`src/rtl/alu_arbiter.sv`:
```
// alu_arbiter: shares one 32-bit ALU between two valid/ready requesters.
// One operation is in flight at a time; the result returns only to the owner.

module ALU (
  output logic [31:0] result,
  output logic        zero,
  input  logic [31:0] A,
  input  logic [31:0] B,
  input  logic [2:0]  control
);

  // NOTE: the default arm assigns result on every path, so no latch is inferred.
  always_comb begin
    case (control)
      3'b000:  result = A & B;
      3'b001:  result = A | B;
      3'b010:  result = A + B;
      3'b110:  result = A - B;
      3'b111:  result = {31'b0, $signed(A) < $signed(B)};
      default: result = '0;
    endcase
  end

  assign zero = (result == '0);

endmodule

module alu_arbiter #(
  parameter bit FIXED_PRIO = 1'b0
) (
  input  logic        clk,
  input  logic        rst,
  input  logic        req0_valid,
  output logic        req0_ready,
  input  logic [31:0] req0_a,
  input  logic [31:0] req0_b,
  input  logic [2:0]  req0_op,
  input  logic        req1_valid,
  output logic        req1_ready,
  input  logic [31:0] req1_a,
  input  logic [31:0] req1_b,
  input  logic [2:0]  req1_op,
  output logic        rsp0_valid,
  input  logic        rsp0_ready,
  output logic [31:0] rsp0_result,
  output logic        rsp0_zero,
  output logic        rsp1_valid,
  input  logic        rsp1_ready,
  output logic [31:0] rsp1_result,
  output logic        rsp1_zero,
  output logic        busy
);

  typedef enum logic [1:0] {IDLE, EXEC, RESP} state_t;

  state_t      state;
  logic        last_grant;
  logic        owner;
  logic [31:0] a_q;
  logic [31:0] b_q;
  logic [2:0]  op_q;
  logic [31:0] alu_result;
  logic        alu_zero;
  logic        grant0;
  logic        grant1;

  // Round-robin favours whoever was not served last; FIXED_PRIO pins ties to 0.
  assign grant0 = req0_valid & (~req1_valid | FIXED_PRIO | last_grant);
  assign grant1 = req1_valid & ~grant0;

  // Ready is gated by rst so nothing is accepted on the reset edge itself.
  assign req0_ready = (state == IDLE) & grant0 & ~rst;
  assign req1_ready = (state == IDLE) & grant1 & ~rst;
  assign busy       = (state != IDLE);

  ALU u_alu (alu_result, alu_zero, a_q, b_q, op_q);

  // NOTE: all state is updated with non-blocking assignments so every register
  // samples pre-edge values; the reset is synchronous, hence only posedge clk.
  always_ff @(posedge clk) begin
    if (rst) begin
      state       <= IDLE;
      last_grant  <= 1'b1;
      owner       <= 1'b0;
      a_q         <= '0;
      b_q         <= '0;
      op_q        <= '0;
      rsp0_valid  <= 1'b0;
      rsp0_result <= '0;
      rsp0_zero   <= 1'b0;
      rsp1_valid  <= 1'b0;
      rsp1_result <= '0;
      rsp1_zero   <= 1'b0;
    end else begin
      case (state)
        IDLE: begin
          if (req0_ready | req1_ready) begin
            owner      <= grant1;
            last_grant <= grant1;
            a_q        <= grant1 ? req1_a  : req0_a;
            b_q        <= grant1 ? req1_b  : req0_b;
            op_q       <= grant1 ? req1_op : req0_op;
            state      <= EXEC;
          end
        end
        EXEC: begin
          if (owner) begin
            rsp1_valid  <= 1'b1;
            rsp1_result <= alu_result;
            rsp1_zero   <= alu_zero;
          end else begin
            rsp0_valid  <= 1'b1;
            rsp0_result <= alu_result;
            rsp0_zero   <= alu_zero;
          end
          state <= RESP;
        end
        RESP: begin
          // Only the owner's rsp_ready can complete the response.
          if (owner ? rsp1_ready : rsp0_ready) begin
            rsp0_valid <= 1'b0;
            rsp1_valid <= 1'b0;
            state      <= IDLE;
          end
        end
        default: state <= IDLE;
      endcase
    end
  end

endmodule

```
`config.mk`:
```
export PLATFORM = sky130hd
export DESIGN_NAME = alu_arbiter
export DESIGN_NICKNAME = d
export VERILOG_FILES = /design/src/rtl/alu_arbiter.sv
export SDC_FILE = /design/constraint.sdc
export NUM_CORES = 1
export LEC_CHECK = 0
export BUFFER_PORTS_ARGS = -buffer_cell sky130_fd_sc_hd__clkbuf_2
export CAP_MARGIN = 20
export CORE_ASPECT_RATIO = 0.7
export CORE_MARGIN = 4
export CORE_UTILIZATION = 60
export CTS_BUF_LIST = sky130_fd_sc_hd__clkbuf_4 sky130_fd_sc_hd__clkbuf_8 sky130_fd_sc_hd__clkbuf_16
export DETAILED_ROUTE_END_ITERATION = 8
export PLACE_DENSITY = 0.91
export SLEW_MARGIN = 20
export SYNTH_ARGS = -nofsm -noshare
export SYNTH_HDL_FRONTEND = slang
export SYNTH_HIERARCHICAL = 1
export SYNTH_SLANG_ARGS = --single-unit
```
`constraint.sdc`:
```
create_clock -name clk -period 8.9 [get_ports clk]
set_input_delay 1.335 -clock clk [delete_from_list [all_inputs] [get_ports clk]]
set_output_delay 1.335 -clock clk [all_outputs]
set_load 0.01 [all_outputs]
```
## After elaboration in Yosys (flattened, before gate mapping)

Cells that the tools add are included.

| word-level totals | value |
|---|---|
| bits of input ports | 140 |
| logic and storage cells | 63 |
| register bits | 139 |
| output and inout bits | 71 |

| cells by class | value |
|---|---|
| equal/unequal tests | 10 |
| add/subtract/negate cells | 2 |
| reduce and logical (&&, ||, !) cells | 11 |
| mux-type cells | 13 |
| bitwise logic cells | 14 |
| $lt $le $gt $ge | 1 |

Operators by type and width:

| cell | count |
|---|---|
| one-hot mux 32 bit (5 select lines) | 1 |
| 2-to-1 mux 32 bit | 2 |
| adder 32 bit | 1 |
| bitwise AND 32 bit | 1 |
| logical NOT 32 bit | 1 |
| < comparator 32 bit | 1 |
| bitwise OR 32 bit | 1 |
| subtractor 32 bit | 1 |
| AND reduction 2 bit | 4 |
| bitwise AND 1 bit | 6 |
| equality test 3 bit, second input constant | 2 |
| inequality test 2 bit, second input constant | 3 |
| one-hot mux 2 bit (3 select lines) | 1 |
| AND reduction 3 bit | 2 |
| 2-to-1 mux 1 bit | 4 |
| 2-to-1 mux 2 bit | 2 |
| inverter 1 bit | 4 |
| one-hot mux 1 bit (2 select lines) | 2 |
| nonzero test 2 bit | 2 |
| equality test 3 x 1 -> 1 bit, second input constant | 1 |
| equality test 3 x 2 -> 1 bit, second input constant | 1 |
| logical NOT 3 bit | 1 |
| 2-to-1 mux 3 bit | 1 |
| equality test 2 x 1 -> 1 bit, second input constant | 1 |
| other kinds (4) | 5 |

## Longest topological paths before layout

| logic depth | value |
|---|---|
| depth after elaboration | 10 |
| gate-level depth with buffers | 16 |
| depth with buffers taken out | 16 |

## Hierarchy

The synthesis kept the hierarchy.

Modules (own cells, without submodules):

| module | area an instance (um^2) | seq. area each (um^2) | cells each | times used |
|---|---|---|---|---|
| alu_arbiter | 5639.2 | 2782.7 | 711 | 1 |
| ALU | 5338.9 | 0.0 | 797 | 1 |

## Worst setup path before layout

Ideal clock, no wire load.

| path | value |
|---|---|
| path kind | input port to output port |
| start | input port req1_valid |
| end | output port req0_ready |
| path buffers | 3 |
| data arrival time | 2.346 ns |
| path slack | 5.219 ns |
| stages | 5 |
| data required time | 7.565 ns |
| cells stage by stage | nor2b_1 -> buf_2 -> buf_2 -> buf_2 -> nor4b_1 |

| between the ends | value |
|---|---|
| cells in the longest elaborated chain, start to end | 5 |

RTL lines:

| item | RTL line | source |
|---|---|---|
| from (decl) | 38 | `input logic req1_valid,` |
| inverter 1 bit | 68 | `assign grant0 = req0_valid & (~req1_valid \| FIXED_PRIO \| last_grant);` |
| bitwise OR 1 bit | 68 |  |
| bitwise AND 1 bit | 68 |  |
| bitwise AND 1 bit (2 in a row) | 72 | `assign req0_ready = (state == IDLE) & grant0 & ~rst;` |
| to (decl) | 34 | `output logic req0_ready,` |

No other way between the ends.

## Worst setup path in the final report

| path | value |
|---|---|
| start | register b_q[5] |
| end | register rsp1_zero |

| between the ends | value |
|---|---|
| cells in the longest elaborated chain, start to end | 3 |
| elaborated cells on any way between the ends | 7 |
| those cells by class | add/sub: 2; order compare: 1; mux: 1; bitwise: 2; reduce/logical: 1 |

RTL lines:

| item | RTL line | source |
|---|---|---|
| from (decl) | 60 | `logic [31:0] b_q;` |
| from (signal assigned) | 101 | `b_q <= grant1 ? req1_b : req0_b;` |
| subtractor 32 bit / adder 32 bit (equally long branches) | 18, 17 |  |
| one-hot mux 32 bit (5 select lines) (*) | 14 | `case (control)` |
| via alu_result[16] | 62 | `logic [31:0] alu_result;` |
| logical NOT 32 bit (*) | 24 | `assign zero = (result == '0);` |
| via alu_zero | 63 | `logic alu_zero;` |
| to (signal assigned) | 110 | `rsp1_zero <= alu_zero;` |
| to (decl) | 50 | `output logic rsp1_zero,` |

The timed path passes the listed nets; every way through them passes the cells marked *.
A chain may end at the register's enable or synchronous reset.

==> impl_results.md <==
- Run status: finished clean
- Post-synthesis mux area share: under 10%
- Fmax: 0.220 GHz
- Worst skew pair latency: between 0.4 and 0.5 ns
- Site Rows: 41
- Share of flip-flops with an asynchronous set or reset: 0%
- Final setup skew: roughly 0.011 ns
- Total power draw: 2.57 mW
- Combinational power share: a little over two fifths
- Psw: 1.07 mW
- P_int: 1.50 mW
- Area of the die: between 0.02 and 0.025 mm²
- Core area: 0.0180 mm²
- Initial DRC Count: about 1900
- Syn_nets: 1748
- Largest net degree at the start of global routing: between 80 and 90
- Fin. Hold Viols: 0
- CP Capture Type: flop
- Compound-gate portion of the synthesized area: a little under a quarter
- Maximum VDD drop: around 140 µV
- Synth Area in XOR/XNOR: under 10%
- Share of layout cells above drive strength 1: between 10% and 20%
- Sw Ratio: roughly two fifths
- Avg Inst Size Synth: just over 7 µm²
- Max-capacitance violation count: 0
- Post-CTS sizing: 0
- Sequential Power Share: between 20 and 30%
- CTS hold repair buffers: 0
- Startpoint Class: flop
- Clock Pin Slew Worst Setup and Hold Paths: approximately 0.07 ns
- IO Port Bufs: 210
- Main combinational cell family by area after synthesis: simple AND/OR/NAND/NOR gates
- Setup TNS: 0 ns
- Crit path DAT: around 4.9 ns
- Reg2Reg Setup Slack: about 4.3 ns
- Number of global-route vias before repair: 10969
- Clock sinks: 139
- P_leak: between 5 and 6 nW
- Post-synthesis sequential area ratio: 25.3%
- DR vias: 12334
- CTS tree: done
- Yosys reg bits: roughly 140
- Post-DRT Antenna Nets: 0
- Worst EP required: just over 9 ns
- Routability cong.: about 1.0
- Htree depth: 4
- DR WL/cell: approximately 21 µm
- Netlist cell types: 92
- Crit Path Category: reg2reg
- Global Route Usage Sum: 36.7%
- Longest Clk Path Bufs: 2
- Inserted Diodes: 0
- Tmin final: around 4.6 ns
- Slew HR: between 20 and 30%
- Total iterations of the first detailed-routing run: 6
- Synth warn: 6
- EDFF count, synth: 0
- Fillers: 1494
- Pwr/cell area: about 200 mW/mm²
- Die Ht: 121 µm
- Root buf cell: clkbuf_16
- Crit Path Max Fanout: 15
- Postcts setup bufs: 0
- Post-Route WL: 39300 µm
- Die span in x: about 170 µm
- Ys flop type: dfxtp_1
- Clock power frac: between 20% and 30%
- Ports: approximately 210
- Final period util: 51.1%
- Mapped Cells: roughly 1500
- RSZ-0062 raised after global routing: no
- Final setup viols: 0
- Synthesized area: between 0.01 and 0.015 mm²
- Global-route wire length before repair: 59600 µm
- Max-slew violations: 0
- CTS buffer count: 17
- Routed vias/inst: approximately 6.6
- DR DRC count: 0
- Tightest Pin Transition: 1.08 ns
- Overflow after GRT: 0
- Simple-Gate Fraction of Synth Area: about a quarter
- Hold Crit Class: reg2reg
- Initial core utilization: roughly three fifths
- Synth Area in Adders: around 12%
- Final HPWL DP: about 29000 µm
- P&R area growth vs syn: 13.6%
- Nets@finish: around 1900
- Initial antenna violation count: 0
-- worst paths after layout --
kind,depth (start not counted),endpoint,from
max,15,rsp1_zero,b_q[5]
min,2,rsp1_result[17],rsp1_result[17]
max reg2reg,15,rsp1_zero,b_q[5]
min reg2reg,2,rsp1_result[17],rsp1_result[17]
-- cell usage after synthesis (all sizes together) (18+ instances only) --
library cell    n  area [µm²]
buf            61         340
mux2i          20         200
a21o           19         143
nor4           75         484
o21ai          61         309
ha             98        1230
o211ai         18         145
dfxtp         139        2780
clkbuf         67         253
nor2           62         245
nor3          159         851
a21oi         199        1000
nand2         189         709
inv           110         413
-- metrics by stage --
stage	instances	setup slack [ns]	hold slack, ns	area [µm²]	util (%)
final	1873	4.35	0.455	12500	69.2
after global routing	1873	3.95	0.470	12500	69.2
after CTS	1873	4.49	0.457	12500	69.2
after detailed placement	1841	4.56	0.449	11900	65.8
after global placement	1841	4.60	0.442	11900	65.8
after floorplan	1508	5.22	0.479	11000	-
-- area by class of cell --
type | instances | area, µm² | area share, %
clock buffers | 19 | 447 | 3.58
clock inverters | 13 | 166 | 1.33
inverters | 110 | 413 | 3.31
multi-input cells | 1131 | 7200 | 57.7
flip-flops and latches | 139 | 2780 | 22.3
well taps | 236 | 295 | 2.37
repair buffers | 225 | 1170 | 9.35
-- power by group through the flow --
stage	Sequential [mW]	Clock, mW	Combinational (mW)
after floorplan	0.732	0	0.745
after global placement	0.746	0	1.01
after detailed placement	0.751	0	1.01
after CTS	0.739	0.755	1.02
after global routing	0.748	0.782	1.14
final	0.742	0.756	1.07
-- cell usage in the layout, fill, tap and decap left out, types with 5 or more instances in the layout --
cell and n:
a221oi_1 7, a221o_1 5, a2111oi_0 6, a31oi_1 8
o22ai_1 12, nor2_1 59, o21ai_0 56, nand2b_1 6
o31ai_1 9, nor3_1 148, a21oi_1 198, nand2_1 189
or3_1 5, o31a_1 5, nand4_1 6, nor3b_1 6
o21bai_1 5, nand3_1 11, ha_1 98, a211o_1 5
clkbuf_16 17, nor4_1 74, buf_4 16, inv_1 108
o211ai_1 16, a211oi_1 13, mux2i_1 20, a21o_1 19
nor2b_1 8, clkbuf_2 209, nor3_2 11, xor2_1 6
dfxtp_1 138, xnor2_1 17, and3_1 5, and2_1 8
-- critical path, cell delays in order (launching register included) --
cell	delay [ns]
dfxtp_1	0.40
inv_1	0.08
ha_1	0.57
and2_1	0.25
nand3_1	0.23
a2111oi_0	0.67
nor2_1	0.12
a2111oi_0	0.48
a2bb2oi_1	0.26
xnor2_1	0.17
o22ai_1	0.17
nor4_1	0.30
nand4b_1	0.16
nor4b_2	0.33
nand2_1	0.08
a21oi_1	0.17
-- registers in the layout, indices dropped and copies added, names as in the netlist --
register and count:
rsp1_zero 1, op_q 3, owner 1, last_grant 1
b_q 32, rsp0_zero 1, rsp0_valid 1, rsp1_valid 1
state 2, rsp0_result 32, a_q 32, rsp1_result 32
-- routing by layer --
| layer | up-vias | GRT usage, % | wire, µm | part of all wire, % |
|---|---|---|---|---|
| met3 | 67 | 13.2 | 5930 | 15 |
| met2 | 964 | 48.3 | 15300 | 39 |
| li1 | 5619 | - | - | - |
| met1 | 5684 | 56.0 | 17500 | 44 |
| met4 | 0 | 8.50 | 621 | 1.6 |
| met5 | - | 0 | 0 | 0 |
-- cell families after synthesis --
family	after synthesis
buffers and inverters	238
adder cells (fa/ha/maj)	100
XOR/XNOR	23
flip-flops	139
multiplexers	21
AND/OR/NAND/NOR	569
AO/OA/AOI/OAI	418
Note: power is estimated with default switching activity, not from simulation.
